## src/rtl/i2c_cmd_sequencer.sv

```systemverilog
`timescale 1ns/1ps
// i2c_cmd_sequencer: waits out a power-up delay, writes a fixed init table,
// then forwards FIFO-buffered upstream samples, one I2C write frame per byte.
module i2c_cmd_sequencer #(
  parameter logic [6:0]  DEV_ADDR       = 7'h48,
  parameter int unsigned POWERUP_CYCLES = 16,
  parameter int unsigned INIT_LEN       = 2,
  parameter logic [63:0] INIT_BYTES     = 64'h0000_0000_0000_4003,
  parameter int unsigned FIFO_DEPTH     = 4
) (
  input  logic        clk,
  input  logic        reset_n,
  input  logic [7:0]  in_data,
  input  logic        in_valid,
  output logic        in_ready,
  input  logic        i2c_ready,
  output logic        i2c_start,
  output logic [6:0]  i2c_addr,
  output logic [7:0]  i2c_data,
  output logic        init_done,
  output logic        busy,
  output logic [15:0] frame_count,
  output logic [3:0]  fifo_level,
  output logic        err_timeout
);

  localparam int unsigned PTR_W = $clog2(FIFO_DEPTH);
  localparam int unsigned LVL_W = 4;
  localparam int unsigned IDX_W = 4;
  localparam int unsigned PWR_W = (POWERUP_CYCLES > 1) ? $clog2(POWERUP_CYCLES) : 1;
  localparam int unsigned TMO_W = 2;
  // Third consecutive cycle with the controller still idle after a start
  localparam logic [TMO_W-1:0] TMO_LAST = TMO_W'(2);

  typedef enum logic [2:0] {
    S_PWRUP      = 3'd0,
    S_INIT_ISSUE = 3'd1,
    S_IDLE       = 3'd2,
    S_WAIT_BUSY  = 3'd3,
    S_WAIT_DONE  = 3'd4,
    S_RESEND     = 3'd5
  } state_e;

  state_e           state_q, state_d;
  logic [PWR_W-1:0] pwr_cnt_q, pwr_cnt_d;
  logic [IDX_W-1:0] init_idx_q, init_idx_d;
  logic [TMO_W-1:0] tmo_cnt_q, tmo_cnt_d;
  logic             i2c_start_q, i2c_start_d;
  logic [7:0]       i2c_data_q, i2c_data_d;
  logic             init_done_q, init_done_d;
  logic             busy_q, busy_d;
  logic [15:0]      frame_count_q, frame_count_d;
  logic             err_timeout_q, err_timeout_d;

  logic [7:0]       mem_q [FIFO_DEPTH];
  logic [7:0]       mem_d [FIFO_DEPTH];
  logic [PTR_W-1:0] wr_ptr_q, wr_ptr_d;
  logic [PTR_W-1:0] rd_ptr_q, rd_ptr_d;
  logic [LVL_W-1:0] level_q, level_d;

  logic             push_c;
  logic             pop_c;
  logic [7:0]       init_byte_c;

  // Upstream handshake: accept whenever there is room and power-up is over
  assign in_ready = (level_q != LVL_W'(FIFO_DEPTH)) && (state_q != S_PWRUP);
  assign push_c   = in_valid && in_ready;

  // Current init table entry, byte 0 in the least significant position
  assign init_byte_c = INIT_BYTES[{init_idx_q[2:0], 3'b000} +: 8];

  assign i2c_addr    = DEV_ADDR;
  assign i2c_start   = i2c_start_q;
  assign i2c_data    = i2c_data_q;
  assign init_done   = init_done_q;
  assign busy        = busy_q;
  assign frame_count = frame_count_q;
  assign fifo_level  = level_q;
  assign err_timeout = err_timeout_q;

  // Sequencer next-state and registered-output logic
  always_comb begin
    state_d       = state_q;
    pwr_cnt_d     = pwr_cnt_q;
    init_idx_d    = init_idx_q;
    tmo_cnt_d     = tmo_cnt_q;
    i2c_start_d   = 1'b0;
    i2c_data_d    = i2c_data_q;
    init_done_d   = init_done_q;
    busy_d        = busy_q;
    frame_count_d = frame_count_q;
    err_timeout_d = err_timeout_q;
    pop_c         = 1'b0;

    case (state_q)
      S_PWRUP: begin
        if (pwr_cnt_q == '0) begin
          if (INIT_LEN > 0) begin
            state_d = S_INIT_ISSUE;
          end else begin
            init_done_d = 1'b1;
            state_d     = S_IDLE;
          end
        end else begin
          pwr_cnt_d = pwr_cnt_q - PWR_W'(1);
        end
      end

      S_INIT_ISSUE: begin
        if (i2c_ready) begin
          i2c_data_d  = init_byte_c;
          i2c_start_d = 1'b1;
          busy_d      = 1'b1;
          tmo_cnt_d   = '0;
          state_d     = S_WAIT_BUSY;
        end
      end

      S_IDLE: begin
        if ((level_q != '0) && i2c_ready) begin
          pop_c       = 1'b1;
          i2c_data_d  = mem_q[rd_ptr_q];
          i2c_start_d = 1'b1;
          busy_d      = 1'b1;
          tmo_cnt_d   = '0;
          state_d     = S_WAIT_BUSY;
        end
      end

      // Reissue the sample already held in i2c_data after a missed start
      S_RESEND: begin
        if (i2c_ready) begin
          i2c_start_d = 1'b1;
          busy_d      = 1'b1;
          tmo_cnt_d   = '0;
          state_d     = S_WAIT_BUSY;
        end
      end

      S_WAIT_BUSY: begin
        if (!i2c_ready) begin
          state_d = S_WAIT_DONE;
        end else if (tmo_cnt_q == TMO_LAST) begin
          err_timeout_d = 1'b1;
          state_d       = init_done_q ? S_RESEND : S_INIT_ISSUE;
        end else begin
          tmo_cnt_d = tmo_cnt_q + TMO_W'(1);
        end
      end

      S_WAIT_DONE: begin
        if (i2c_ready) begin
          busy_d        = 1'b0;
          frame_count_d = frame_count_q + 16'd1;
          if (!init_done_q) begin
            init_idx_d = init_idx_q + IDX_W'(1);
            if ((init_idx_q + IDX_W'(1)) == IDX_W'(INIT_LEN)) begin
              init_done_d = 1'b1;
              state_d     = S_IDLE;
            end else begin
              state_d = S_INIT_ISSUE;
            end
          end else begin
            state_d = S_IDLE;
          end
        end
      end

      default: state_d = S_PWRUP;
    endcase
  end

  // Sample FIFO pointer, level and storage update
  always_comb begin
    mem_d    = mem_q;
    wr_ptr_d = wr_ptr_q;
    rd_ptr_d = rd_ptr_q;
    level_d  = level_q;
    if (push_c) begin
      mem_d[wr_ptr_q] = in_data;
      wr_ptr_d        = wr_ptr_q + PTR_W'(1);
    end
    if (pop_c) begin
      rd_ptr_d = rd_ptr_q + PTR_W'(1);
    end
    case ({push_c, pop_c})
      2'b10:   level_d = level_q + LVL_W'(1);
      2'b01:   level_d = level_q - LVL_W'(1);
      default: level_d = level_q;
    endcase
  end

  // Sequencer state register
  always_ff @(posedge clk or negedge reset_n) begin
    if (!reset_n) begin
      state_q       <= S_PWRUP;
      pwr_cnt_q     <= PWR_W'(POWERUP_CYCLES - 1);
      init_idx_q    <= '0;
      tmo_cnt_q     <= '0;
      i2c_start_q   <= 1'b0;
      i2c_data_q    <= '0;
      init_done_q   <= 1'b0;
      busy_q        <= 1'b0;
      frame_count_q <= '0;
      err_timeout_q <= 1'b0;
    end else begin
      state_q       <= state_d;
      pwr_cnt_q     <= pwr_cnt_d;
      init_idx_q    <= init_idx_d;
      tmo_cnt_q     <= tmo_cnt_d;
      i2c_start_q   <= i2c_start_d;
      i2c_data_q    <= i2c_data_d;
      init_done_q   <= init_done_d;
      busy_q        <= busy_d;
      frame_count_q <= frame_count_d;
      err_timeout_q <= err_timeout_d;
    end
  end

  // FIFO registers; contents are discarded on reset
  always_ff @(posedge clk or negedge reset_n) begin
    if (!reset_n) begin
      for (int unsigned i = 0; i < FIFO_DEPTH; i++) begin
        mem_q[i] <= '0;
      end
      wr_ptr_q <= '0;
      rd_ptr_q <= '0;
      level_q  <= '0;
    end else begin
      mem_q    <= mem_d;
      wr_ptr_q <= wr_ptr_d;
      rd_ptr_q <= rd_ptr_d;
      level_q  <= level_d;
    end
  end

endmodule

```

## config.mk

```make
export PLATFORM = sky130hd
export DESIGN_NAME = i2c_cmd_sequencer
export DESIGN_NICKNAME = d
export VERILOG_FILES = /design/src/rtl/i2c_cmd_sequencer.sv
export SDC_FILE = /design/constraint.sdc
export NUM_CORES = 1
export LEC_CHECK = 0
export BUFFER_PORTS_ARGS = -buffer_cell sky130_fd_sc_hd__buf_2
export CAP_MARGIN = 20
export CORE_ASPECT_RATIO = 0.75
export CORE_UTILIZATION = 58
export DETAILED_ROUTE_END_ITERATION = 6
export HOLD_SLACK_MARGIN = 0.1
export PLACE_DENSITY = 0.89
export SYNTH_ARGS = -nofsm -noshare
export SYNTH_HDL_FRONTEND = slang
export SYNTH_SLANG_ARGS = --single-unit
```

## constraint.sdc

```tcl
create_clock -name clk -period 2.9 [get_ports clk]
set_input_delay 0.145 -clock clk [delete_from_list [all_inputs] [get_ports clk]]
set_output_delay 0.145 -clock clk [all_outputs]
set_load 0.005 [all_outputs]
```

### After elaboration in Yosys (flattened, before gate mapping)

Index checks and enable logic that the tools add are counted.
Widths: inputs -> output; s select.

* flip-flop bits (word level): 81
* bits of input ports: 12
* output and inout bits: 40

* add/sub/neg operators: 8
* magnitude comparators: 3
* equal/unequal tests: 18
* shift operators: 1
* multiplexer cells: 35
* bitwise logic cells: 4
* reductions and logical operators: 21

Operators by type and width (number)
* $shiftx 64x7->8 const A: 1
* $mux 8: 5
* $bwmux 32: 1
* $mux 3: 8
* $add 16x1->16 const B: 1
* $bmux 8 s2: 1
* $demux 8 s2: 1
* $pmux 8 s2: 1
* $pmux 3 s5: 1
* $ne 2x2->1 const B: 6
* $mux 2: 5
* $reduce_and 5->1: 2
* $reduce_and 3->1: 3
* $reduce_bool 3->1: 3
* $add 4x1->4 const B: 2
* $mux 1: 8
* $pmux 4 s2: 1
* $sub 4x1->4 const B: 2
* $add 2x1->2 const B: 3
* $eq 3x2->1 const B: 2
* $eq 3x3->1 const B: 2
* $ge 3x3->1 const B: 2
* $not 2->3: 2
* $pmux 2 s3: 1
* other kinds (19): 26

### Logic depth before layout (Yosys ltp)

* depth in word-level cells: 6
* gate-level depth with buffers: 13
* gate-level depth less buffers: 11

### Least setup slack after synthesis

OpenSTA, ideal clock, no wires.

* path type: register to register
* start point: register level_q[1] (netlist: fifo_level[1])
* end point: register level_q[2] (netlist: fifo_level[2])
* library setup time: 131 ps
* arrival: 2197 ps
* required time: 2769 ps
* setup slack: 573 ps
* stages on the path, launching flop included: 14
* path buffers: 2
* cell sequence: dfrtp_1 > buf_6 > nor3_1 > a21oi_2 > and2_4 > buf_8 > inv_1 > ha_1 > xor2_1 > ha_1 > a21oi_1 > xor2_1 > nor2_1 > xor2_1

RTL lines
* start: declaration: RTL line 59 `logic [LVL_W-1:0] level_q, level_d;`
* start signal: assignment: RTL line 233 `level_q <= level_d;`
* $ne 4x3->1 *: RTL line 66 `assign in_ready = (level_q != LVL_W'(FIFO_DEPTH)) && (state_q != S_PWRUP);`
* $logic_and 1x1->1 *: RTL line 66
* named net in_ready: RTL line 15 `output logic in_ready,`
* $logic_and 1x1->1 *: RTL line 67 `assign push_c = in_valid && in_ready;`
* $eq 2x1->1 / $eq 2x2->1 (equally long branches): RTL line 186 `case ({push_c, pop_c})`
* $pmux 4 s2 / $reduce_bool 2->1 (equally long branches)

Mark *: on every way through the listed nets, which the timed path passes. The rest lies on a longest branch.
A chain may end at the register's enable or synchronous reset.

### Final worst setup path

* start point: register state_q[2]
* end point: register level_q[2] (netlist: fifo_level[2])

* cells in the longest elaborated chain, start to end: 5

Ends and longest elaborated chain
* start: declaration: RTL line 44 `state_e state_q, state_d;`
* start signal: assignment: RTL line 207 `state_q <= state_d;`
* $reduce_bool 3->1: RTL line 66
* $logic_and 1x1->1: RTL line 66
* $logic_and 1x1->1: RTL line 67
* $eq 2x1->1 / $eq 2x2->1 (equally long branches): RTL line 186
* $pmux 4 s2 / $reduce_bool 2->1 (equally long branches)

Several ways; a longest one is shown, not always the timed one.

==> results.sh <==
export IMPL_core_area_mm2=0.00683
export IMPL_static_leakage_power_uw=0.00226
export IMPL_multiInputGateArea_mm2=0.00194
export IMPL_p_int_uw=2950
export IMPL_design_portCount=52
export IMPL_timing_critical_path_slowest_stage_cell="dfrtp_1"
export IMPL_synth_cell_area_mm2=0.00413
export IMPL_vdd_ir_drop_worst_v=0.000617
export IMPL_layout_area_seq_mm2=0.00203
export IMPL_antenna_left=0
export IMPL_rsz0062_at_grt="false"
export IMPL_worst_clock_skew_ns=0.0116
export IMPL_drc_errors=0
export IMPL_worstMarginPinSlew_ns=0.629
export IMPL_synth_edff_count=0
export IMPL_holdBufCountCts=9
export IMPL_main_combinational_cell_family_by_area_after_synthesis="multiplexers"
export IMPL_vias=2637
export IMPL_dieHeight_um=75.1
export IMPL_first_global_vias=2585
export IMPL_crit_path_cell_trace="nor3_1, a21oi_2, and2_4, inv_1, ha_1, xor2_1, ha_1, a21oi_1, xor2_1, nor2_1, xor2_1"
export IMPL_cap_violations=0
export IMPL_clk_latency_worst_skew_pair_ns=0.36
export IMPL_firstDrtPassIters=4
export IMPL_worst_r2r_endpoint="fifo_level[2]"
export IMPL_die_w_um=99.4
export IMPL_cp_common_cell="xor2_1"
export IMPL_p_sw_uw=1600
export IMPL_worst_r2r_startpoint="state_q[2]"
export IMPL_grt_start_max_net_pins=82
export IMPL_number_of_placed_instances_taps_included=451
export IMPL_power_frac_seq_pct=43.0
export IMPL_fin_setup_tns_ns=0
export IMPL_pwr_per_cell_area_mw_per_mm2=976
export IMPL_synth_avg_cell_area_um2=12.4
export IMPL_routedWlPerCell_um=16.5
export IMPL_grt_ovfl_total=0
export IMPL_synth_sequential_area_ratio_pct=49.2
export IMPL_status="finished, final reports clean"
export IMPL_std_cell_rows=26
export IMPL_route_final_wire_length_mm=7.88
export IMPL_utilization_pct=68.3
export IMPL_synthXorXnorAreaFrac_pct=5.94
export IMPL_setup_worst_path_start_class="flip-flop"
export IMPL_path_clk_slew_ns=0.08
export IMPL_cts_buffers_inserted=9
export IMPL_tritoncts_num_sinks=81
export IMPL_port_buffer_count=44
export IMPL_finalMaxSlewViolations=0
export IMPL_fp_dieArea_mm2=0.00746
export IMPL_grt_pass1_wl_mm=12.8
export IMPL_fin_nets=414
export IMPL_timing_reg2reg_setup_slack_ns=0.32
export IMPL_hold_violation_count_in_the_final_report=0
export IMPL_ys_warn_count=0
export IMPL_hpwl_mm=5.35
export IMPL_crit_buf_inv=1
export IMPL_ctsRootBufferMaster="clkbuf_8"
export IMPL_fmaxAchievable_mhz=387
export IMPL_fillers=502
export IMPL_initial_antenna_violation_count=0
export IMPL_cts_post_setup_buffers_inserted=0
export IMPL_post_route_minimum_period_ns=2.58
export IMPL_cts_buffer_depth=2
export IMPL_worst_r2r_path_depth=11
export IMPL_power_share_clock_pct=17.4
export IMPL_hold_wc_path_type="in -> async"
export IMPL_final_setup_viol_count=0
export IMPL_synthAdderAreaFrac_pct=4.24
export IMPL_power_share_of_the_combinational_group_pct=39.6
export IMPL_hold_slack_ns=0.168
export IMPL_timing_setup_critical_path_class="reg -> reg"
export IMPL_yosys_area_top_type="dfrtp_1"
export IMPL_floorplan_initialDensity_pct=60.4
export IMPL_post_synth_mux_area_share_pct=17.0
export IMPL_synth_top_area_share_pct=46.7
export IMPL_cp_arrival_ns=2.82
export IMPL_ctsHtreeMaxLevel=3
export IMPL_postSynth_topFlopCell="dfrtp_1"
export IMPL_share_of_synthesized_cell_area_in_and_or_nand_and_nor_gates_pct=13.1
export IMPL_post_cts_resized=0
export IMPL_fraction_of_the_mapped_netlist_area_in_compound_gates_pct=6.09
export IMPL_ys_seq_elements=81
export IMPL_post_synth_main_area_contributors="dfrtp_1 47%, mux2_4 12%, mux4_2 4.4%"
export IMPL_slew_headroom_pct=57.9
export IMPL_route_detailed_vias_per_inst=5.53
export IMPL_number_of_diodes=0
export IMPL_syn_instance_count=334
export IMPL_grt_total_usage_pct=23.1
export IMPL_timing_critical_path_fanout_max=13
export IMPL_detailedRoute_firstIterationViolations=122
export IMPL_timing_critical_path_to_type="flip-flop"
export IMPL_critical_path_top_delay_family="flip-flops"
export IMPL_flow_area_growth_from_synthesis_pct=13.1
export IMPL_layout_drive_gt1_share_pct=30.3
export IMPL_cts_tree="built"
export IMPL_place_congestion=0.802
export IMPL_stdcell_count=477
export IMPL_swShare_pct=35.1
export IMPL_async_reset_ff_share_pct=100
export IMPL_required_ns=3.14
export IMPL_critical_path_max_stage_delay_ns=0.56
export IMPL_share_of_the_cycle_needed_by_the_critical_path_after_routing_pct=89.0
export IMPL_netlist_cell_type_count=48
-- how the worst max path moves through the flow --
stage / startpoint / to / slack, ns / cells after the start
global route: state_q[2] / fifo_level[2] / 0.18 / 11
global placement: state_q[2] / fifo_level[2] / 0.46 / 11
finish: state_q[2] / fifo_level[2] / 0.32 / 11
floorplan: fifo_level[1] / fifo_level[2] / 0.57 / 13
detailed placement: state_q[2] / fifo_level[2] / 0.38 / 11
CTS: state_q[2] / fifo_level[2] / 0.34 / 11
-- metrics by stage --
stage / total power (uW) / area (um^2) / setup slack [ns]
floorplan: 3290 / 4150 / 0.573
global placement: 3600 / 4360 / 0.463
detailed placement: 3740 / 4360 / 0.384
CTS: 4580 / 4640 / 0.342
global route: 4840 / 4670 / 0.178
finish: 4550 / 4670 / 0.318
-- area by class of cell --
class | instances | area share (%)
sequential | 81 | 43.5
multi-input combinational | 228 | 41.6
tap | 84 | 2.25
clock buffer | 11 | 2.81
timing repair buffer | 56 | 7.61
inverter | 12 | 0.965
clock inverter | 5 | 1.21
-- worst reg2reg max path, stage by stage, from the launching register on --
cell     delay, ns
dfrtp_1       0.56
nor3_1        0.17
a21oi_2       0.15
and2_4        0.32
inv_1         0.11
ha_1          0.29
xor2_1        0.17
ha_1          0.19
a21oi_1       0.15
xor2_1        0.15
nor2_1        0.06
xor2_1        0.13
-- cells by family after synthesis --
family          after synthesis
buf+inv                      30
mux                          44
fa+ha+maj                    14
other cells                   2
flops                        81
xor+xnor                     28
compound gates               40
simple gates                 95
-- routing by layer --
| metal | share of wire [%] | global-route usage, % |
|---|---|---|
| met4 | 0.89 | 6.86 |
| met1 | 43 | 27.5 |
| met2 | 52 | 42.1 |
| met5 | 0 | 0 |
| met3 | 4.4 | 6.22 |
-- layout by cell type, fill, tap and decap left out, drive strengths merged, types with 2 or more instances in the layout --
cell type	n
ha	14
a21oi	11
nor3b	4
nand3	11
o41ai	2
nand4	4
mux2	34
dfrtp	77
clkinv	3
xor2	10
nand2	38
clkbuf	11
nor2	14
nand3b	2
nand2b	2
dfstp	4
dlygate4sd3	9
inv	12
o211ai	2
a41o	2
mux4	8
o21ai	19
nor2b	3
mux2i	2
buf	47
xnor2	18
and3	4
conb	7
nor3	9
-- power by group through the flow --
| stage | logic [uW] | clock network [uW] | registers [uW] |
|---|---|---|---|
| 3_5_place_dp | 1780 | 0 | 1960 |
| 3_3_place_gp | 1680 | 0 | 1920 |
| 4_1_cts | 1810 | 810 | 1960 |
| 2_1_floorplan | 1480 | 0 | 1810 |
| 5_1_grt | 1960 | 853 | 2020 |
| 6_report | 1800 | 793 | 1960 |
-- registers in the layout, summed over array words and instances (netlist names), 2 cells and up --
signal       cells
i2c_data         8
mem_q           32
state_q          3
frame_count     16
fifo_level       4
pwr_cnt_q        4
wr_ptr_q         2
init_idx_q       4
tmo_cnt_q        2
rd_ptr_q         2
-- cell usage after synthesis, types with 6 or more instances --
cell,number
dfrtp_1,77
nand2_1,34
mux2_4,32
xnor2_1,18
ha_1,14
nor2_1,14
inv_1,11
nand3_1,11
o21ai_0,11
a21oi_1,10
xor2_1,10
mux4_2,8
buf_4,7
nor3_1,7
o21ai_1,7
buf_2,6
Note: power is estimated with default switching activity, not from simulation.
